==> config.mk <==
export PLATFORM = sky130hd
export DESIGN_NAME = gemm_tile_sequencer
export DESIGN_NICKNAME = d
export VERILOG_FILES = /design/src/rtl/gemm_tile_sequencer.sv
export SDC_FILE = /design/constraint.sdc
export NUM_CORES = 1
export LEC_CHECK = 0
export BUFFER_PORTS_ARGS = -buffer_cell sky130_fd_sc_hd__buf_2
export CAP_MARGIN = 20
export CORE_ASPECT_RATIO = 0.5
export CORE_MARGIN = 2
export CORE_UTILIZATION = 40
export CTS_CLUSTER_DIAMETER = 100
export DETAILED_ROUTE_END_ITERATION = 16
export PLACE_DENSITY_LB_ADDON = 0.3
export SLEW_MARGIN = 15
export SYNTH_ARGS = -nofsm -noshare
export SYNTH_HDL_FRONTEND = slang
export SYNTH_SLANG_ARGS = --single-unit
==> constraint.sdc <==
create_clock -name clk -period 4.7 [get_ports clk]
set_clock_uncertainty 0.15 [all_clocks]
set_input_delay 0.705 -clock clk [delete_from_list [all_inputs] [get_ports clk]]
set_output_delay 0.705 -clock clk [all_outputs]
set_load 0.02 [all_outputs]
==> src/rtl/gemm_tile_sequencer.sv <==
// Runtime tile walker for the weight-stationary systolic array.
// Walks n (outer), m (middle), k (inner) and emits one registered descriptor per tile.
module gemm_tile_sequencer #(
  parameter int unsigned SYS_ROWS = 4,
  parameter int unsigned SYS_COLS = 2,
  parameter int unsigned M_TILE   = 16,
  parameter int unsigned DIM_W    = 8
) (
  input  logic             clk,
  input  logic             rst,
  input  logic             cfg_valid,
  output logic             cfg_ready,
  input  logic [DIM_W-1:0] cfg_m,
  input  logic [DIM_W-1:0] cfg_k,
  input  logic [DIM_W-1:0] cfg_n,
  output logic             tile_valid,
  input  logic             tile_ready,
  output logic [DIM_W-1:0] tile_m_off,
  output logic [DIM_W-1:0] tile_k_off,
  output logic [DIM_W-1:0] tile_n_off,
  output logic [DIM_W-1:0] tile_m_len,
  output logic [DIM_W-1:0] tile_k_len,
  output logic [DIM_W-1:0] tile_n_len,
  output logic             tile_first_k,
  output logic             tile_last_k,
  output logic             tile_last,
  output logic             busy,
  output logic             done,
  output logic             err
);

  // One extra bit so off+step never wraps against a near-maximum dimension.
  localparam int unsigned XW = DIM_W + 1;

  typedef enum logic [1:0] {S_IDLE, S_RUN, S_FIN} state_t;

  state_t           state, state_nxt;
  logic [DIM_W-1:0] dim_m, dim_k, dim_n;
  logic             last_m, last_n;

  logic             cfg_hs, tile_hs, reject, load;
  logic [DIM_W-1:0] d_m, d_k, d_n;
  logic [DIM_W-1:0] o_m, o_k, o_n;
  logic [XW-1:0]    step_m, step_k, step_n;

  logic [XW-1:0]    sum_m, sum_k, sum_n;
  logic [XW-1:0]    rem_m, rem_k, rem_n;
  logic [DIM_W-1:0] nx_m_len, nx_k_len, nx_n_len;
  logic             nx_last_m, nx_last_k, nx_last_n;

  // State register
  always_ff @(posedge clk or posedge rst) begin
    if (rst) state <= S_IDLE;
    else     state <= state_nxt;
  end

  // Next state and selection of the offsets/dimensions for the next descriptor
  always_comb begin
    state_nxt = state;
    cfg_hs    = cfg_valid && cfg_ready;
    tile_hs   = tile_valid && tile_ready;
    reject    = 1'b0;
    load      = 1'b0;
    d_m       = dim_m;
    d_k       = dim_k;
    d_n       = dim_n;
    o_m       = tile_m_off;
    o_k       = tile_k_off;
    o_n       = tile_n_off;
    step_m    = XW'(tile_m_off) + XW'(M_TILE);
    step_k    = XW'(tile_k_off) + XW'(SYS_ROWS);
    step_n    = XW'(tile_n_off) + XW'(SYS_COLS);
    case (state)
      S_IDLE: begin
        if (cfg_hs) begin
          d_m = cfg_m;
          d_k = cfg_k;
          d_n = cfg_n;
          if (cfg_m == '0 || cfg_k == '0 || cfg_n == '0) begin
            reject = 1'b1;
          end else begin
            state_nxt = S_RUN;
            load      = 1'b1;
            o_m       = '0;
            o_k       = '0;
            o_n       = '0;
          end
        end
      end
      S_RUN: begin
        if (tile_hs) begin
          if (tile_last) begin
            state_nxt = S_FIN;
          end else begin
            load = 1'b1;
            if (!tile_last_k) begin
              o_k = DIM_W'(step_k);
            end else begin
              o_k = '0;
              if (!last_m) begin
                o_m = DIM_W'(step_m);
              end else begin
                o_m = '0;
                o_n = DIM_W'(step_n);
              end
            end
          end
        end
      end
      S_FIN:   state_nxt = S_IDLE;
      default: state_nxt = S_IDLE;
    endcase
  end

  // Lengths and flags of the next descriptor
  always_comb begin
    sum_m     = XW'(o_m) + XW'(M_TILE);
    sum_k     = XW'(o_k) + XW'(SYS_ROWS);
    sum_n     = XW'(o_n) + XW'(SYS_COLS);
    rem_m     = XW'(d_m) - XW'(o_m);
    rem_k     = XW'(d_k) - XW'(o_k);
    rem_n     = XW'(d_n) - XW'(o_n);
    nx_last_m = sum_m >= XW'(d_m);
    nx_last_k = sum_k >= XW'(d_k);
    nx_last_n = sum_n >= XW'(d_n);
    nx_m_len  = (rem_m > XW'(M_TILE))   ? DIM_W'(M_TILE)   : DIM_W'(rem_m);
    nx_k_len  = (rem_k > XW'(SYS_ROWS)) ? DIM_W'(SYS_ROWS) : DIM_W'(rem_k);
    nx_n_len  = (rem_n > XW'(SYS_COLS)) ? DIM_W'(SYS_COLS) : DIM_W'(rem_n);
  end

  // Registered outputs, latched dimensions and descriptor fields
  always_ff @(posedge clk or posedge rst) begin
    if (rst) begin
      cfg_ready    <= 1'b0;
      tile_valid   <= 1'b0;
      busy         <= 1'b0;
      done         <= 1'b0;
      err          <= 1'b0;
      dim_m        <= '0;
      dim_k        <= '0;
      dim_n        <= '0;
      last_m       <= 1'b0;
      last_n       <= 1'b0;
      tile_m_off   <= '0;
      tile_k_off   <= '0;
      tile_n_off   <= '0;
      tile_m_len   <= '0;
      tile_k_len   <= '0;
      tile_n_len   <= '0;
      tile_first_k <= 1'b0;
      tile_last_k  <= 1'b0;
      tile_last    <= 1'b0;
    end else begin
      cfg_ready  <= (state_nxt == S_IDLE);
      tile_valid <= (state_nxt == S_RUN);
      busy       <= (state_nxt == S_RUN);
      done       <= (state_nxt == S_FIN);
      err        <= reject;
      if (cfg_hs) begin
        dim_m <= cfg_m;
        dim_k <= cfg_k;
        dim_n <= cfg_n;
      end
      if (load) begin
        tile_m_off   <= o_m;
        tile_k_off   <= o_k;
        tile_n_off   <= o_n;
        tile_m_len   <= nx_m_len;
        tile_k_len   <= nx_k_len;
        tile_n_len   <= nx_n_len;
        tile_first_k <= (o_k == '0);
        tile_last_k  <= nx_last_k;
        tile_last    <= nx_last_k && nx_last_m && nx_last_n;
        last_m       <= nx_last_m;
        last_n       <= nx_last_n;
      end
    end
  end

endmodule

**After elaboration in Yosys (flattened, before gate mapping)**

Index checks and enable logic that the tools add are counted.

- Flip-flop bits (word level): 82
- Input bits: 28
- Output and inout port bits: 56

- Equality and inequality tests: 3
- Reductions and logical operators: 12
- Mux-type cells: 42
- $add $sub $neg: 9
- Order comparisons: 6

Operators by type and width:

| kind | number |
|---|---|
| $mux 8 | 26 |
| $pmux 8 s2 | 3 |
| $logic_not 8->1 | 4 |
| $ge 9x8->1 | 3 |
| $sub 8x8->9 | 3 |
| $add 8x2->9 const B | 1 |
| $add 8x3->9 const B | 1 |
| $add 8x5->9 const B | 1 |
| $gt 9x2->1 const B | 1 |
| $gt 9x3->1 const B | 1 |
| $gt 9x5->1 const B | 1 |
| $add 8x2->8 const B | 1 |
| $add 8x3->8 const B | 1 |
| $add 8x5->8 const B | 1 |
| $mux 2 | 4 |
| $mux 1 | 7 |
| $eq 2x1->1 const B | 2 |
| $logic_and 1x1->1 | 4 |
| $logic_not 2->1 | 2 |
| $pmux 2 s2 | 1 |
| $eq 2x2->1 const B | 1 |
| $logic_or 1x1->1 | 2 |
| $pmux 1 s2 | 1 |

**Logic depth before layout (Yosys ltp)**

- Depth after elaboration: 10
- Gate-level depth with buffers: 17

**Least setup slack after synthesis**

No wires, ideal clock.

- Kind: input port to flip-flop
- Start point: input port cfg_valid
- End point: register tile_m_len[4]
- Data required time: 4424 ps
- Slack: 829 ps
- Buffers on the path: 1
- Cell stages on the path: 16
- Arrival time: 3595 ps
- Path through: nand2_2 nor3_4 and4_1 buf_2 nor2_1 nand2_1 inv_1 ha_1 fa_1 inv_1 a21o_1 a21oi_1 o21ai_0 xnor2_1 a2111o_1 o32a_1

- Word-level cells in the longest chain between the ends: 6
- Elaborated cells between the ends (all ways): 10
- Classes of those cells: add/sub: 1; order compare: 1; mux: 7; reduce/logical: 1

RTL lines:

| element | RTL line | RTL |
|---|---|---|
| start: declaration | 11 | `input logic cfg_valid,` |
| $logic_and 1x1->1 (*) | 60 | `cfg_hs = cfg_valid && cfg_ready;` |
| $mux 8 (*) | 75 | `if (cfg_hs) begin` |
| $pmux 8 s2 (*) | 73 | `case (state)` |
| named net o_m[0] | 43 | `logic [DIM_W-1:0] o_m, o_k, o_n;` |
| $sub 8x8->9 (*) | 120 | `rem_m = XW'(d_m) - XW'(o_m);` |
| $gt 9x5->1 | 126 | `nx_m_len = (rem_m > XW'(M_TILE)) ? DIM_W'(M_TILE) : DIM_W'(rem_m);` |
| $mux 8 (*) | 126 |  |
| end signal: assignment | 168 | `tile_m_len <= nx_m_len;` |
| end: declaration | 21 | `output logic [DIM_W-1:0] tile_m_len,` |

Mark *: on every way through the listed nets, which the timed path passes. The rest lies on a longest branch.
A chain may end at the register's enable or synchronous reset.

**Final worst setup path**

- Start point: register state[0]
- End point: register tile_m_len[3]

- Word-level cells in the longest chain between the ends: 5
- Elaborated cells between the ends (all ways): 8
- Classes of those cells: add/sub: 1; order compare: 1; eq/ne: 1; mux: 4; reduce/logical: 1

RTL lines:

| element | RTL line | RTL |
|---|---|---|
| start: declaration | 37 | `state_t state, state_nxt;` |
| start signal: assignment | 54 | `else state <= state_nxt;` |
| $eq 2x1->1 or $logic_not 2->1 (tied branches) | 73 |  |
| $pmux 8 s2 or $mux 8 (tied branches) | 73 |  |
| $sub 8x8->9 | 120 |  |
| $gt 9x5->1 | 126 |  |
| $mux 8 | 126 |  |

Several ways; a longest one is shown, not always the timed one.

==> metrics.md <==
| Metric | Value |
|---|---|
| Worst-path clk slew | `0.07 ns` |
| Cts hold-fix bufs | `0` |
| Root Buffer | `clkbuf_16` |
| Fillers | `1310` |
| Vias in the first global route | `4340` |
| Post-route ant nets | `0` |
| CP max FO | `10` |
| Worst-skew pair later-pin latency | `0.34 ns` |
| Layout Nets | `744` |
| H-tree Lvls | `3` |
| Via count | `4508` |
| Worst Hold Class | `flip-flop to flip-flop` |
| Remaining global-route overflow | `0` |
| Status | `complete, no violations` |
| Yosys top cell area share | `0.363` |
| Total wire length | `13700 um` |
| Mapped Cells | `573` |
| Post-synth ARST share | `1.00` |
| Setup Crit Path Kind | `flip-flop to flip-flop` |
| Syn Nets | `659` |
| Slew headroom | `0.408` |
| Core ar. | `13700 um^2` |
| RePlAce Congestion | `0.895` |
| Grt met1 use | `0.259` |
| Yosys warning count | `0` |
| Total global-route track usage | `0.189` |
| Met2 GRT Util | `0.312` |
| Final worst slack | `0.432 ns` |
| Antenna fix cells | `0` |
| #FFs+latches synth | `82` |
| GRT Max-Usage Layer | `met2` |
| Final hold vios | `0` |
| Critical-path top delay cell | `a2111oi_0` |
| Flop2flop setup slack | `0.43 ns` |
| Largest net degree at the start of global routing | `48` |
| Die W | `172 um` |
| First-pass GRT wire length | `22300 um` |
| CTS max path bufs | `2` |
| CP arrival | `4.32 ns` |
| Slew Viols, Final | `0` |
| Setup tns final | `0 ns` |
| Max frequency | `234 MHz` |
| Post_cts resized | `0` |
| IO Count | `84` |
| Number of I/O port buffers | `83` |
| Largest area contributor in the netlist | `dfrtp_1` |
| Min Tclk post-route | `4.27 ns` |
| Initial antenna violation count | `0` |
| Final setup vio count | `0` |
| RSZ-0062 raised after global routing | `false` |
| Initial Util | `0.413` |
| Pre-antenna DRT Iters | `5` |
| Synthesized cell area | `5650 um^2` |
| Worst setup EP type | `flip-flop` |
| Max-Cap Viols | `0` |
| Area of the multi-input gates | `3230 um^2` |
| Num CTS Buffers | `9` |
| Register Area | `2050 um^2` |
| Synth unique cells | `76` |
| FP Rows | `30` |
| CTS sink cnt | `82` |
| Seq/Total Area, Yosys | `0.363` |
| Layout cell share with drive strength beyond 1 | `0.250` |
| Grt met3 use | `0.0429` |
| Initial drt markers | `294` |
| Critical Path Start Type | `flip-flop` |
| Synth top area cells | `dfrtp_1 (36%), ha_1 (12%), mux2_2 (7.2%)` |
| Pre-CTS setup slack | `0.114 ns` |
| CTS tree | `built` |
| DRC viols | `0` |
| Worst path required time | `4.75 ns` |
| Period utilization | `0.908` |
| Vert. Die Dim | `88.0 um` |
| Post-synth EDFFs | `0` |
| Mean Syn Cell Area | `9.85 um^2` |
| Avg WL per Cell | `16.0 um` |
| Vias per cell | `5.27` |
| Crit-path max cell delay | `0.61 ns` |
| DP HPWL | `10600 um` |
| CP Cell Sequence | `nor3_4, nand4_1, and2_1, a21oi_1, ha_1, nor3_1, a2111oi_0, nor4b_1, a211oi_1, o31ai_1` |
| Die Area | `15100 um^2` |
| Postcts setup bufs | `0` |
| Worst vdd ir | `0.000240 V` |
| Area Overhead vs Synth | `16.4%` |
| Worst Tran Pin Value | `0.877 ns` |
| Leak | `3.36 nW` |
| PwrDens | `608 nW/um^2` |
| Dominant synthesized flop cell | `dfrtp_1` |
## kinds of logic after synthesis
logic type / count (synthesis) / share of synthesized area
AOI/OAI and AO/OA: 100 / 0.128
xor gates and xnor gates: 28 / 0.0459
adders and majority gates: 58 / 0.131
buffers and inverters: 88 / 0.0643
DFF: 82 / 0.363
muxes: 52 / 0.100
and+or+nand+nor: 165 / 0.167
## cell type report
cell class	instances	area share
clock buffers	9	0.0343
clock inverters	7	0.0103
inverters	68	0.0390
multi-input cells	403	0.492
flip-flops and latches	82	0.312
well taps	192	0.0366
repair buffers	94	0.0758
## sequential cells by signal (all words and copies together), names as in the netlist, 2 cells and up
name	count
tile_n_len	8
tile_k_off	8
tile_n_off	8
state	2
dim_n	8
tile_m_len	8
dim_m	8
tile_k_len	8
dim_k	8
tile_m_off	8
## Yosys cell counts, types with 5 or more instances
master    number
clkbuf_1       6
o21a_1        10
dfrtp_1       82
o211ai_1       5
nand2_1       33
ha_1          56
a31oi_1        7
xor2_1         9
nor3_1        12
nor4_1        12
o31ai_1        8
nand3_1       15
and3_1        19
nand4_1        6
inv_1         68
mux2i_1       16
nor2_1        19
nor2b_1        9
o21ai_0       16
and2_1         8
mux2_2        36
xnor2_1       18
a21oi_1       22
buf_2          8
## worst max-delay path: cells and delay by family (launching register included)
kind | cells | cell delay (ns)
AND/OR/NAND/NOR | 5 | 1.42
adder cells (fa/ha/maj) | 1 | 0.32
AO/OA/AOI/OAI | 4 | 1.71
flip-flops | 1 | 0.51
## path summary, 6_finish.rpt
check	startpoint	end	cells after the start
max in group asynchronous	rst	tile_last	3
min reg2reg	tile_m_len[0]	tile_m_len[0]	2
max reg2reg	state[0]	tile_m_len[3]	10
min	tile_m_len[0]	tile_m_len[0]	2
max	state[0]	tile_m_len[3]	10
min in group asynchronous	rst	tile_m_len[0]	2
## cell usage in the layout, fill, tap and decap left out, types with 10 or more instances in the layout
cell,synthesis,final
mux2_2,36,36
nor2_1,19,19
buf_2,8,83
nor3_1,12,12
buf_4,2,11
a21oi_1,22,22
o21a_1,10,10
and3_1,19,19
ha_1,56,56
o21ai_0,16,16
inv_1,68,67
dfrtp_1,82,82
mux2i_1,16,16
nor4_1,12,12
nand2_1,33,33
xnor2_1,18,18
nand3_1,15,15
## through the flow
step	total power [mW]	util	cells	cell area, um^2	hold WS, ns
final	3.99	0.481	855	6570	0.326
after detailed placement	3.28	0.459	839	6280	0.318
after global placement	3.21	0.459	839	6280	0.311
after global routing	4.33	0.481	855	6570	0.350
after floorplan	2.74	-	573	5650	0.325
after CTS	4.01	0.481	855	6570	0.334
## power breakdown
| part | leakage [nW] | internal, mW | total [mW] | switching, mW |
|---|---|---|---|---|
| clock | 0.143 | 0.375 | 0.708 | 0.333 |
| sequential | 1.06 | 0.886 | 1.04 | 0.150 |
| combinational | 2.15 | 0.958 | 2.25 | 1.29 |
## layer usage
metal	up-vias	wire [um]
met5	-	0
met3	10	630
met4	0	106
li1	2218	-
met1	2187	6630
met2	93	6320
(Power assumes the default switching activity.)
